File: src/rtl/crc_pkg.sv
// Shared definitions for the CRC-32 frame sequencer and its byte engine.
//   - Frame sequencer state encoding (IDLE=0, CLR=1, DATA=2, FCS=3)
//   - FCS_BYTES: number of FCS bytes appended per frame
//   - crc32_byte(): one byte step of the reflected CRC-32 (poly 0xEDB88320)
package crc_pkg;

  localparam logic [1:0] ST_IDLE = 2'd0;
  localparam logic [1:0] ST_CLR  = 2'd1;
  localparam logic [1:0] ST_DATA = 2'd2;
  localparam logic [1:0] ST_FCS  = 2'd3;

  localparam int unsigned FCS_BYTES = 4;

  localparam logic [31:0] CRC32_POLY_REFL = 32'hEDB88320;

  // LSB-first (reflected) update: the byte is consumed bit 0 first.
  function automatic logic [31:0] crc32_byte(input logic [31:0] crc,
                                             input logic [7:0]  din);
    logic [31:0] c;
    c = crc ^ {24'h0, din};
    for (int unsigned i = 0; i < 8; i++) begin
      c = c[0] ? ((c >> 1) ^ CRC32_POLY_REFL) : (c >> 1);
    end
    return c;
  endfunction

endpackage

File: src/rtl/crc.sv
// Byte-wide CRC-32 engine (Ethernet FCS).
// Ports:
//   clk     in   rising-edge clock
//   reset   in   synchronous, active-high; preloads the register to all ones
//   en      in   consume din this cycle
//   din     in   8-bit data byte
//   crc_out out  final (complemented) CRC, byte-swapped so that
//                crc_out[31:24] is the first FCS byte on the wire
module crc
  import crc_pkg::*;
(
  input  logic        clk,
  input  logic        reset,
  input  logic        en,
  input  logic [7:0]  din,
  output logic [31:0] crc_out
);

  logic [31:0] r_crc;
  logic [31:0] w_fin;

  always_ff @(posedge clk) begin
    if (reset) begin
      r_crc <= '1;
    end else if (en) begin
      r_crc <= crc32_byte(r_crc, din);
    end
  end

  // The reflected CRC's low byte is transmitted first; place it in the MSBs.
  assign w_fin   = ~r_crc;
  assign crc_out = {w_fin[7:0], w_fin[15:8], w_fin[23:16], w_fin[31:24]};

endmodule

File: src/rtl/crc_frame_ctrl.sv
// Frame sequencer for the byte-wide CRC-32 engine. Forwards each input frame
// unchanged on a registered output stage and appends the 4-byte FCS.
// Ports:
//   clk, reset_n            clock, asynchronous active-low reset
//   s_valid/s_ready/s_data/s_last   input byte stream
//   m_valid/m_ready/m_data/m_last   output byte stream (payload then FCS)
//   crc_value               FCS of the most recently completed frame
//   crc_done                one-cycle pulse after the last FCS byte handshake
//   frame_cnt               completed frame count (wraps)
module crc_frame_ctrl
  import crc_pkg::*;
#(
  parameter int CNT_W = 16
) (
  input  logic             clk,
  input  logic             reset_n,
  input  logic             s_valid,
  output logic             s_ready,
  input  logic [7:0]       s_data,
  input  logic             s_last,
  output logic             m_valid,
  input  logic             m_ready,
  output logic [7:0]       m_data,
  output logic             m_last,
  output logic [31:0]      crc_value,
  output logic             crc_done,
  output logic [CNT_W-1:0] frame_cnt
);

  logic [1:0]       r_state;
  logic [1:0]       r_idx;
  logic             r_crc_clr;
  logic             r_m_valid;
  logic [7:0]       r_m_data;
  logic             r_m_last;
  logic [31:0]      r_crc_value;
  logic             r_crc_done;
  logic [CNT_W-1:0] r_frame_cnt;

  logic             w_out_free;
  logic             w_s_hs;
  logic             w_crc_rst;
  logic [31:0]      w_crc_out;
  logic [7:0]       w_fcs_byte;

  assign w_out_free = !r_m_valid || m_ready;
  assign s_ready    = (r_state == ST_DATA) && w_out_free;
  assign w_s_hs     = s_valid && s_ready;
  assign w_crc_rst  = r_crc_clr | ~reset_n;

  crc u_crc (
    .clk     (clk),
    .reset   (w_crc_rst),
    .en      (w_s_hs),
    .din     (s_data),
    .crc_out (w_crc_out)
  );

  always_comb begin
    w_fcs_byte = w_crc_out[31:24];
    case (r_idx)
      2'd1:    w_fcs_byte = w_crc_out[23:16];
      2'd2:    w_fcs_byte = w_crc_out[15:8];
      2'd3:    w_fcs_byte = w_crc_out[7:0];
      default: w_fcs_byte = w_crc_out[31:24];
    endcase
  end

  always_ff @(posedge clk or negedge reset_n) begin
    if (!reset_n) begin
      r_state     <= ST_IDLE;
      r_idx       <= '0;
      r_crc_clr   <= 1'b0;
      r_m_valid   <= 1'b0;
      r_m_data    <= '0;
      r_m_last    <= 1'b0;
      r_crc_value <= '0;
      r_crc_done  <= 1'b0;
      r_frame_cnt <= '0;
    end else begin
      r_crc_clr  <= 1'b0;
      r_crc_done <= 1'b0;
      case (r_state)
        ST_IDLE: begin
          if (s_valid) begin
            r_state   <= ST_CLR;
            r_crc_clr <= 1'b1;
          end
        end
        ST_CLR: begin
          r_state <= ST_DATA;
        end
        ST_DATA: begin
          if (w_s_hs) begin
            r_m_data  <= s_data;
            r_m_valid <= 1'b1;
            r_m_last  <= 1'b0;
            if (s_last) begin
              r_state <= ST_FCS;
              r_idx   <= '0;
            end
          end else if (m_ready) begin
            r_m_valid <= 1'b0;
          end
        end
        ST_FCS: begin
          // The final byte is already loaded once m_last is up; only its
          // handshake remains before closing the frame.
          if (r_m_valid && r_m_last) begin
            if (m_ready) begin
              r_m_valid   <= 1'b0;
              r_m_last    <= 1'b0;
              r_state     <= ST_IDLE;
              r_crc_value <= w_crc_out;
              r_crc_done  <= 1'b1;
              r_frame_cnt <= r_frame_cnt + CNT_W'(1);
            end
          end else if (w_out_free) begin
            r_m_data  <= w_fcs_byte;
            r_m_valid <= 1'b1;
            r_m_last  <= (r_idx == 2'(FCS_BYTES - 1));
            r_idx     <= r_idx + 2'd1;
          end
        end
        default: r_state <= ST_IDLE;
      endcase
    end
  end

  assign m_valid   = r_m_valid;
  assign m_data    = r_m_data;
  assign m_last    = r_m_last;
  assign crc_value = r_crc_value;
  assign crc_done  = r_crc_done;
  assign frame_cnt = r_frame_cnt;

endmodule

File: config.mk
export PLATFORM = sky130hd
export DESIGN_NAME = crc_frame_ctrl
export DESIGN_NICKNAME = d
export VERILOG_FILES = /design/src/rtl/crc_pkg.sv /design/src/rtl/crc.sv /design/src/rtl/crc_frame_ctrl.sv
export SDC_FILE = /design/constraint.sdc
export NUM_CORES = 1
export LEC_CHECK = 0
export ABC_AREA = 1
export BUFFER_PORTS_ARGS = -buffer_cell sky130_fd_sc_hd__buf_4
export CORE_MARGIN = 5
export CORE_UTILIZATION = 58
export DETAILED_ROUTE_END_ITERATION = 6
export MAX_ROUTING_LAYER = met4
export PLACE_DENSITY = 0.81
export SLEW_MARGIN = 0
export SYNTH_ARGS = -nofsm -noshare
export SYNTH_HDL_FRONTEND = slang
export SYNTH_SLANG_ARGS = --single-unit
File: constraint.sdc
create_clock -name clk -period 2 [get_ports clk]
set_input_delay 0.4 -clock clk [delete_from_list [all_inputs] [get_ports clk]]
set_output_delay 0.4 -clock clk [all_outputs]
set_load 0.01 [all_outputs]
==> reports/metrics.csv <==
stage;metric;value;unit
worst_setup_path;crit_path_cell_trace;inv_1, ha_2, inv_2, nor3_4, nor2_2, nor3_4, nand2_2, nand2_1, o21ai_0;
detailed_routing;viasPerCell;5.462;
worst_setup_path;cp_slowest_cell;dfrtp_1;
finish;insertedDiodeCount;0;
sta;rsz0062_at_grt;yes;
status;outcome;complete, no violations;
clock_network;clk_path_buf_depth;2;
global_route;grt_start_max_net_pins;65;
clock_network;root_buffer;clkbuf_8;
finish;seqCellArea;2242;sq um
yosys;netlist_area;5196;sq um
sta;maxSlewViolCount;0;
sta;worst_pin_slew;0.7809;ns
power;power.leakage;0.003171;uW
sta;hold_violations;0;
worst_setup_path;required;2.24;ns
clock_network;htreeDepth;3;
floorplanning;start_util;59.58;%
floorplanning;die_area;10950;sq um
finish;layout.cells.non_filler;911;
yosys;yosysSeqAreaShare;43.15;%
finish;drive_above_1_share;16.56;%
finish;fill_cells;734;
global_route;antenna_found_initial;0;
detailed_routing;route.vias.total;4976;
finish;utilization;70.56;%
global_route;overflow;0;
power;pwr_density_cell;1087;nW/um^2
yosys;synth_ff_type;dfrtp_1;
detailed_routing;route.detailed.drc;0;
detailed_routing;wl_per_cell;15.82;um
finish;final_common_cell;nand2_1;
floorplanning;io_pins;73;
detailed_routing;first_iter_violations;343;
finish;multi_input_area;2534;sq um
sta;tns;0;ns
clock_network;clock-sinks;96;
finish;area_growth;18.42;%
sta;max_freq;535.3;MHz
yosys;synth_cells;718;
sta;relSlewSlack;47.94;%
worst_setup_path;criticalPathCategory;reg -> reg;
sta;fin_ws;0.1320;ns
placed_design;post-dp-hpwl;10960;um
yosys;synth-edff-count;0;
floorplanning;coreArea;8721;sq um
finish;layout_common_cells;nand2_1 (236), buf_4 (92), o21ai_0 (81);
sta;setup_viol;0;
yosys;synthArstFlopShare;66.67;%
worst_setup_path;crit_path_end_kind;flip-flop;
worst_setup_path;slowest_delay;0.40;ns
placed_design;dp_slack;0.1591;ns
sta;timing.hold.ws;0.2211;ns
floorplanning;num_rows;34;
yosys;syn_nets;739;
yosys;ys_ff_latch;96;
clock_network;cts_tree;built;
worst_setup_path;path_buf_inv;2;
placed_design;dp.cells;893;
floorplanning;dieWidth;104.7;um
global_route;grt_first_pass_wirelength;23370;um
global_route;grt_pass1_vias;4535;
worst_setup_path;worstPathArrival;2.11;ns
clock_network;ctsHoldBuffers;0;
clock_network;clk_pin_slew;0.10;ns
run;cap_violations;0;
detailed_routing;drtPass1Iterations;5;
yosys;ys_warn_count;0;
detailed_routing;drtAntennaViolNets;0;
worst_setup_path;cp-start-kind;flip-flop;
floorplanning;die_h;104.7;um
detailed_routing;drt-total-wl;14410;um
sta;clock_skew;0.01387;ns
yosys;yosys.cell_types.count;29;
global_route;grt_use_total;27.23;%
clock_network;clk_latency;0.37;ns
yosys;syn_avg_cell_area;7.237;sq um
finish;nets;819;
power;ir_drop;0.8897;mV
placed_design;place.gp.congestion;1.012;
sta;post-route-min-period;1.868;ns
worst_setup_path;path_max_fanout;6;
worst_setup_path;cp_top_family;simple AND/OR/NAND/NOR gates;
worst_setup_path;crit_top_cell;nor3_4;
placed_design;port_buffers;72;
worst_hold_path;hp-class;in -> async;
clock_network;cts-buffers-inserted;9;
sta;fin_crit_sh;93.40;%
[Yosys cell counts (5+ instances only)]
library cell,instances,area [sq um]
dfxtp_1,32,640.6
inv_1,80,300.3
nor2_1,24,90.09
nand2_1,236,885.9
clkbuf_1,14,52.55
o211ai_1,5,37.54
buf_2,7,35.03
nand2_2,8,50.05
o221ai_1,8,70.07
nor3_1,6,30.03
nand3_1,38,190.2
o21ai_0,81,405.4
ha_1,8,100.1
xor2_1,26,227.7
xnor2_1,6,52.55
dfrtp_1,64,1602
a21oi_1,52,260.3
[metal layers]
layer  wire length [um]  global-route usage (%)
met5                  0                       -
met3               1234                   3.453
met1               6256                   37.34
met4                295                   8.676
met2               6626                   42.35
[logic make-up (layout without fill, tap and decap cells)]
| group | count (synthesis) | after routing | share of synthesized area [%] |
|---|---|---|---|
| fa+ha+maj | 8 | 8 | 1.926 |
| simple gates | 326 | 326 | 26.13 |
| buf+inv | 108 | 193 | 8.331 |
| compound gates | 148 | 148 | 15.07 |
| xor+xnor | 32 | 32 | 5.394 |
| flops | 96 | 96 | 43.15 |
[worst register-to-register path, delay by kind of cell (launching register included)]
family          cells  cell delay [ns]
compound gates      1             0.08
fa+ha+maj           1             0.20
buf+inv             2             0.18
flops               1             0.40
simple gates        5             0.87
[area by class of cell]
cell class / instances / area share [%]
inverters: 83 / 5.063
repair buffers: 94 / 11.59
flip-flops and latches: 96 / 36.44
multi-input cells: 514 / 41.18
clock inverters: 6 / 1.464
clock buffers: 10 / 2.074
well taps: 108 / 2.196
[where the power goes]
group          switching [uW]  leakage, uW  internal [uW]  total, uW
sequential                319      0.00112           2210       2530
clock                     703     0.000107            712       1410
combinational            1730      0.00195           1010       2750
total                    2750      0.00317           3940       6690
[worst paths after layout]
path	start	endpoint	slack [ns]	cells after the start
setup / recovery	r_state[0]$_DFFE_PN0P_	r_idx[0]$_DFFE_PN0P_	0.13	9
hold / removal	reset_n	frame_cnt[9]$_DFFE_PN0P_	0.22	2
setup reg to reg	r_state[0]$_DFFE_PN0P_	r_idx[0]$_DFFE_PN0P_	0.13	9
hold reg to reg	crc_value[20]$_DFFE_PN0P_	crc_value[20]$_DFFE_PN0P_	0.49	2
max in group asynchronous	reset_n	crc_value[31]$_DFFE_PN0P_	1.26	2
min in group clk	s_valid	r_crc_clr$_DFF_PN0_	0.23	3
[state kept, by name, summed over array words and instances (netlist names)]
register     cells
u_crc.r_crc     32
crc_done         1
r_idx            2
r_state          2
frame_cnt       16
crc_value       32
m_valid          1
r_crc_clr        1
m_data           8
m_last           1
[metrics by stage]
step | total power, uW | instance area (sq um)
floorplan | 4285 | 5196
global placement | 5123 | 5906
detailed placement | 5197 | 5906
CTS | 6607 | 6123
global route | 7138 | 6153
finish | 6690 | 6153
[what timing repair did]
action                     4_1_cts  5_1_grt
buffers inserted                 0        2
setup endpoints to repair        0       12
resized for setup                0        5
Note: power is estimated with default switching activity, not from simulation.
